`src/rtl/fetch_pkg.sv`:
```
// rtl/fetch_pkg.sv - shared types and constants for the instruction fetch stage
//   fetch_state_e : fetch FSM states
//   DEF_ADDR_W    : default PC / memory address width
//   DEF_DATA_W    : default instruction width
//   WDOG_W        : watchdog counter width
package fetch_pkg;

    typedef enum logic [1:0] {
        ST_IDLE = 2'd0,
        ST_REQ  = 2'd1,
        ST_HOLD = 2'd2,
        ST_ERR  = 2'd3
    } fetch_state_e;

    localparam int DEF_ADDR_W = 16;
    localparam int DEF_DATA_W = 16;
    localparam int WDOG_W     = 8;

endpackage

```
`src/rtl/fetch_watchdog.sv`:
```
// rtl/fetch_watchdog.sv - cycle counter flagging a memory request that is never acknowledged
//   clock   in  : system clock
//   clear_n in  : asynchronous active-low reset
//   clear   in  : zero the count (takes priority over enable)
//   enable  in  : count one more unacknowledged request cycle
//   expired out : count has reached TIMEOUT-1
module fetch_watchdog
    import fetch_pkg::*;
#(
    parameter int TIMEOUT = 16
) (
    input  logic clock,
    input  logic clear_n,
    input  logic clear,
    input  logic enable,
    output logic expired
);

    localparam logic [WDOG_W-1:0] LIMIT = WDOG_W'(TIMEOUT - 1);

    logic [WDOG_W-1:0] count;

    always_ff @(posedge clock or negedge clear_n) begin
        if (!clear_n) begin
            count <= '0;
        end else if (clear) begin
            count <= '0;
        end else if (enable) begin
            count <= count + 1'b1;
        end
    end

    assign expired = (count == LIMIT);

endmodule

```
`src/rtl/instruction_fetch.sv`:
```
// rtl/instruction_fetch.sv - fetch stage: reads memory at the PC, holds the word for decode
//   clock     in  : system clock
//   clear_n   in  : asynchronous active-low reset
//   run       in  : fetch enable from control
//   address   in  : current PC value
//   pc_up     out : one-cycle PC increment request
//   mem_req   out : instruction memory read request
//   mem_addr  out : read address (equals address)
//   mem_ack   in  : memory read complete, mem_rdata valid
//   mem_rdata in  : instruction word
//   ir        out : instruction register
//   ir_addr   out : address ir was fetched from
//   ir_valid  out : ir holds an unconsumed instruction
//   ir_ready  in  : decode accepts ir this cycle
//   fetch_err out : sticky watchdog error
module instruction_fetch
    import fetch_pkg::*;
#(
    parameter int ADDR_W  = DEF_ADDR_W,
    parameter int DATA_W  = DEF_DATA_W,
    parameter int TIMEOUT = 16
) (
    input  logic              clock,
    input  logic              clear_n,
    input  logic              run,
    input  logic [ADDR_W-1:0] address,
    output logic              pc_up,
    output logic              mem_req,
    output logic [ADDR_W-1:0] mem_addr,
    input  logic              mem_ack,
    input  logic [DATA_W-1:0] mem_rdata,
    output logic [DATA_W-1:0] ir,
    output logic [ADDR_W-1:0] ir_addr,
    output logic              ir_valid,
    input  logic              ir_ready,
    output logic              fetch_err
);

    fetch_state_e state_q;
    fetch_state_e state_d;
    logic         capture;
    logic         wd_clear;
    logic         wd_enable;
    logic         wd_expired;

    always_ff @(posedge clock or negedge clear_n) begin
        if (!clear_n) begin
            state_q <= ST_IDLE;
        end else begin
            state_q <= state_d;
        end
    end

    always_comb begin
        state_d   = state_q;
        capture   = 1'b0;
        wd_enable = 1'b0;
        case (state_q)
            ST_IDLE: begin
                if (run) begin
                    state_d = ST_REQ;
                end
            end
            ST_REQ: begin
                // An ack on the last allowed cycle still wins over the timeout.
                if (mem_ack) begin
                    capture = 1'b1;
                    state_d = ST_HOLD;
                end else if (wd_expired) begin
                    state_d = ST_ERR;
                end else begin
                    wd_enable = 1'b1;
                end
            end
            ST_HOLD: begin
                if (ir_ready) begin
                    state_d = run ? ST_REQ : ST_IDLE;
                end
            end
            ST_ERR: begin
                state_d = ST_ERR;
            end
            default: begin
                state_d = ST_IDLE;
            end
        endcase
    end

    // Zero the watchdog on every entry into REQ so each request gets a full budget.
    assign wd_clear = (state_d == ST_REQ) && (state_q != ST_REQ);

    fetch_watchdog #(
        .TIMEOUT (TIMEOUT)
    ) u_watchdog (
        .clock   (clock),
        .clear_n (clear_n),
        .clear   (wd_clear),
        .enable  (wd_enable),
        .expired (wd_expired)
    );

    always_ff @(posedge clock or negedge clear_n) begin
        if (!clear_n) begin
            ir      <= '0;
            ir_addr <= '0;
        end else if (capture) begin
            ir      <= mem_rdata;
            ir_addr <= address;
        end
    end

    // Outputs decode the state register directly, so the async reset clears
    // them immediately and ir_ready never reaches mem_req combinationally.
    assign mem_req   = (state_q == ST_REQ);
    assign pc_up     = mem_req && mem_ack;
    assign ir_valid  = (state_q == ST_HOLD);
    assign fetch_err = (state_q == ST_ERR);
    assign mem_addr  = address;

endmodule

```
`config.mk`:
```
export PLATFORM = sky130hd
export DESIGN_NAME = instruction_fetch
export DESIGN_NICKNAME = d
export VERILOG_FILES = /design/src/rtl/fetch_pkg.sv /design/src/rtl/fetch_watchdog.sv /design/src/rtl/instruction_fetch.sv
export SDC_FILE = /design/constraint.sdc
export NUM_CORES = 1
export LEC_CHECK = 0
export ABC_AREA = 1
export BUFFER_PORTS_ARGS = -buffer_cell sky130_fd_sc_hd__buf_2
export CORE_MARGIN = 2
export CORE_UTILIZATION = 25
export DETAILED_ROUTE_END_ITERATION = 8
export PLACE_DENSITY = 0.5
export SLEW_MARGIN = 10
export SYNTH_ARGS = -nofsm -noshare
export SYNTH_HDL_FRONTEND = slang
export SYNTH_SLANG_ARGS = --single-unit
```
`constraint.sdc`:
```
create_clock -name clock -period 1.38 [get_ports clock]
set_clock_uncertainty 0.2 [all_clocks]
set_input_delay 0.138 -clock clock [delete_from_list [all_inputs] [get_ports clock]]
set_output_delay 0.138 -clock clock [all_outputs]
set_load 0.01 [all_outputs]
```
==> impl_metrics.toml <==
[outcome]
outcome = "complete, but fails checks"
violations = "setup timing"

[detailed_routing]
vias = 1954
drc_errors = 0
routed_wl_um = 5230
route.antenna.remaining_nets = 0
routedWlPerCell_um = 10.9
firstDrtPassIters = 4
viasPerCell = 4.09
drt_iter0_drc = 60

[worst_setup_path]
criticalPathCategory = "reg2out"
rr_worst_depth = 8
crit_start = "state_q[1]"
worstReg2RegStart = "u_watchdog.count[1]"
timing.rr.end = "u_watchdog.count[5]"
cp-start-kind = "flop"
rrSetupSlack_ps = -110
cp.required_ps = 1040
crit_fanout = 4
arrival_ps = 1170
cp-end-kind = "primary output"
crit_end = "pc_up"

[pwr]
peakVddDrop_uv = 485
powerDensity_nw_per_um2 = 1660
fin_total_pwr_uw = 5220
p_leak_uw = 0.00177

[sta]
tightest_slew_ps = 344
slew_viol_final = 0
finalSetupViolCount = 24
fmax_ghz = 0.663
period_share_pct = 109
rsz0062_at_grt = "true"
min_period_ps = 1510
hold_violations = 0
slew_headroom_pct = 77.1
setup_ws_ps = -129

[floorplan]
ios = 89
die_height_um = 93.6
die_w_um = 93.6
start_util_pct = 25.9
fp-row-count = 32
fp.coreArea_um2 = 7770
dieArea_um2 = 8770

[layout]
fillers = 811
multi_input_area_um2 = 798
seq_area_um2 = 1050
fin_cells = 478
nets = 414
final_util_pct = 40.5
antenna_cells = 0
drive_gt1_share_pct = 38.3
fin_area_um2 = 3140
area_growth_pct = 56.6

[global_route]
grt_pass1_vias = 1942
grt_pass1_wl_um = 8940
grt_max_degree = 43
grt_antenna_before_repair = 0
overflow = 0
grt_use_total_pct = 12.8

[synthesis]
synth_top_flop_cell = "dfrtp_1"
synthArstFlopShare_pct = 100
syn-cell-area_um2 = 2010
syn_avg_cell_area_um2 = 8.10
synthTopCellsByArea = "dfrtp_1 52%, nand2_1 24%, buf_4 6.4%, inv_1 2.4%, nor2_1 2.4%"
synth_nets = 286
synth_most_common_cell = "nand2_1"
synth_edf_count = 0
synth_cell_types = 20
yosys_warnings = 0
yosysTopAreaCellShare_pct = 52.3
synth_seq_cells = 42
yosysSeqAreaShare_pct = 52.3
ys_top_cells_by_count = "128 x nand2_1, 42 x dfrtp_1, 17 x buf_4"
netlist_instances = 248
yosysTopAreaCell = "dfrtp_1"

[placed_design]
globalplace.congestion = 0.781
io_buffers = 88
place_inst = 430
dp_hpwl_um = 3370
place_area_um2 = 2540

[clock_network]
cts_root_buffer = "clkbuf_8"
cts-htree-levels = 2
clk_pin_slew_ps = 80
cts_buffers = 5
cts_tree = "built"
cts_buffer_depth = 2
clock_latency_ps = 290
cts.sinks = 42

[flow_run]
drv_cap = 0

[hold_path]
hold_class = "in2reg"
whs_path_depth = 6
==> metal layers <==
layer	GRT usage [%]	vias to the layer above	part of all wire [%]
li1	-	987	-
met1	16.5	912	45
met2	21.5	53	48
met3	3.06	2	5.8
met4	3.62	0	0.63
met5	0	-	0
==> what timing repair did <==
item	CTS	global route
hold endpoints to repair	79	0
endpoints found under the setup margin	45	45
resized for setup	15	11
hold buffers	34	0
buffers inserted	7	0
pin swaps	13	5
==> cell type report <==
class                   count  area share, %
clock buffers               6           2.63
clock inverters             1          0.955
repair buffers            144           31.3
flip-flops and latches     42           33.4
multi-input cells         165           25.4
inverters                  18           2.23
well taps                 102           4.06
==> flip-flops by register name, summed over array words and instances, names as in the netlist <==
signal            cells
ir                   16
ir_addr              16
state_q               2
u_watchdog.count      8
==> report_power, final <==
part,internal (uW),switching (uW),leakage [uW]
sequential,1710,258,0.000532
clock,579,411,0.0000573
combinational,1000,1250,0.00118
==> metrics by stage <==
step / setup TNS, ps / hold slack [ps] / setup slack, ps
after floorplan: -60.6 / -358 / -15.5
after global placement: -3390 / -62.7 / -112
after detailed placement: -3870 / -65.4 / -114
after CTS: -4960 / 34.3 / -154
after global routing: -4600 / 52.4 / -204
final: -1160 / 53.2 / -129
==> cell usage in the layout (no fill, tap or decap) <==
| master | n |
|---|---|
| nand2_1 | 125 |
| buf_2 | 87 |
| dfrtp_1 | 42 |
| dlygate4sd3_1 | 34 |
| buf_4 | 18 |
| inv_1 | 11 |
| nor2_1 | 10 |
| inv_2 | 6 |
| clkbuf_8 | 6 |
| nand4_1 | 5 |
| nand3_2 | 4 |
| nand3_1 | 4 |
| nand2_4 | 3 |
| nand2_2 | 3 |
| nor2_4 | 3 |
| buf_6 | 3 |
| nor2_2 | 2 |
| buf_12 | 2 |
| nor2_8 | 1 |
| a21oi_4 | 1 |
| inv_4 | 1 |
| o211ai_4 | 1 |
| nor3_2 | 1 |
| xor2_1 | 1 |
| ha_4 | 1 |
| bufinv_16 | 1 |
==> cells by family after synthesis <==
kind of cell,Yosys count,synth area share [%]
flops,42,52.3
simple gates,161,33.2
buf+inv,41,11.5
compound gates,2,1.87
fa+ha+maj,1,0.623
xor+xnor,1,0.436
==> critical path, cell delays in order (launching register included) <==
cell	delay (ps)
dfrtp_1	390
inv_2	80
nand2_4	70
nor2_8	130
buf_12	120
buf_6	90
==> how the worst min path moves through the flow <==
stage | endpoint | slack [ps] | from
global route | state_q[0] | 50 | run
CTS | u_watchdog.count[4] | 30 | mem_ack
floorplan | ir[0] | -360 | clear_n
global placement | u_watchdog.count[4] | -60 | clear_n
finish | u_watchdog.count[4] | 50 | mem_ack
detailed placement | u_watchdog.count[5] | -70 | clear_n
(Power assumes the default switching activity.)
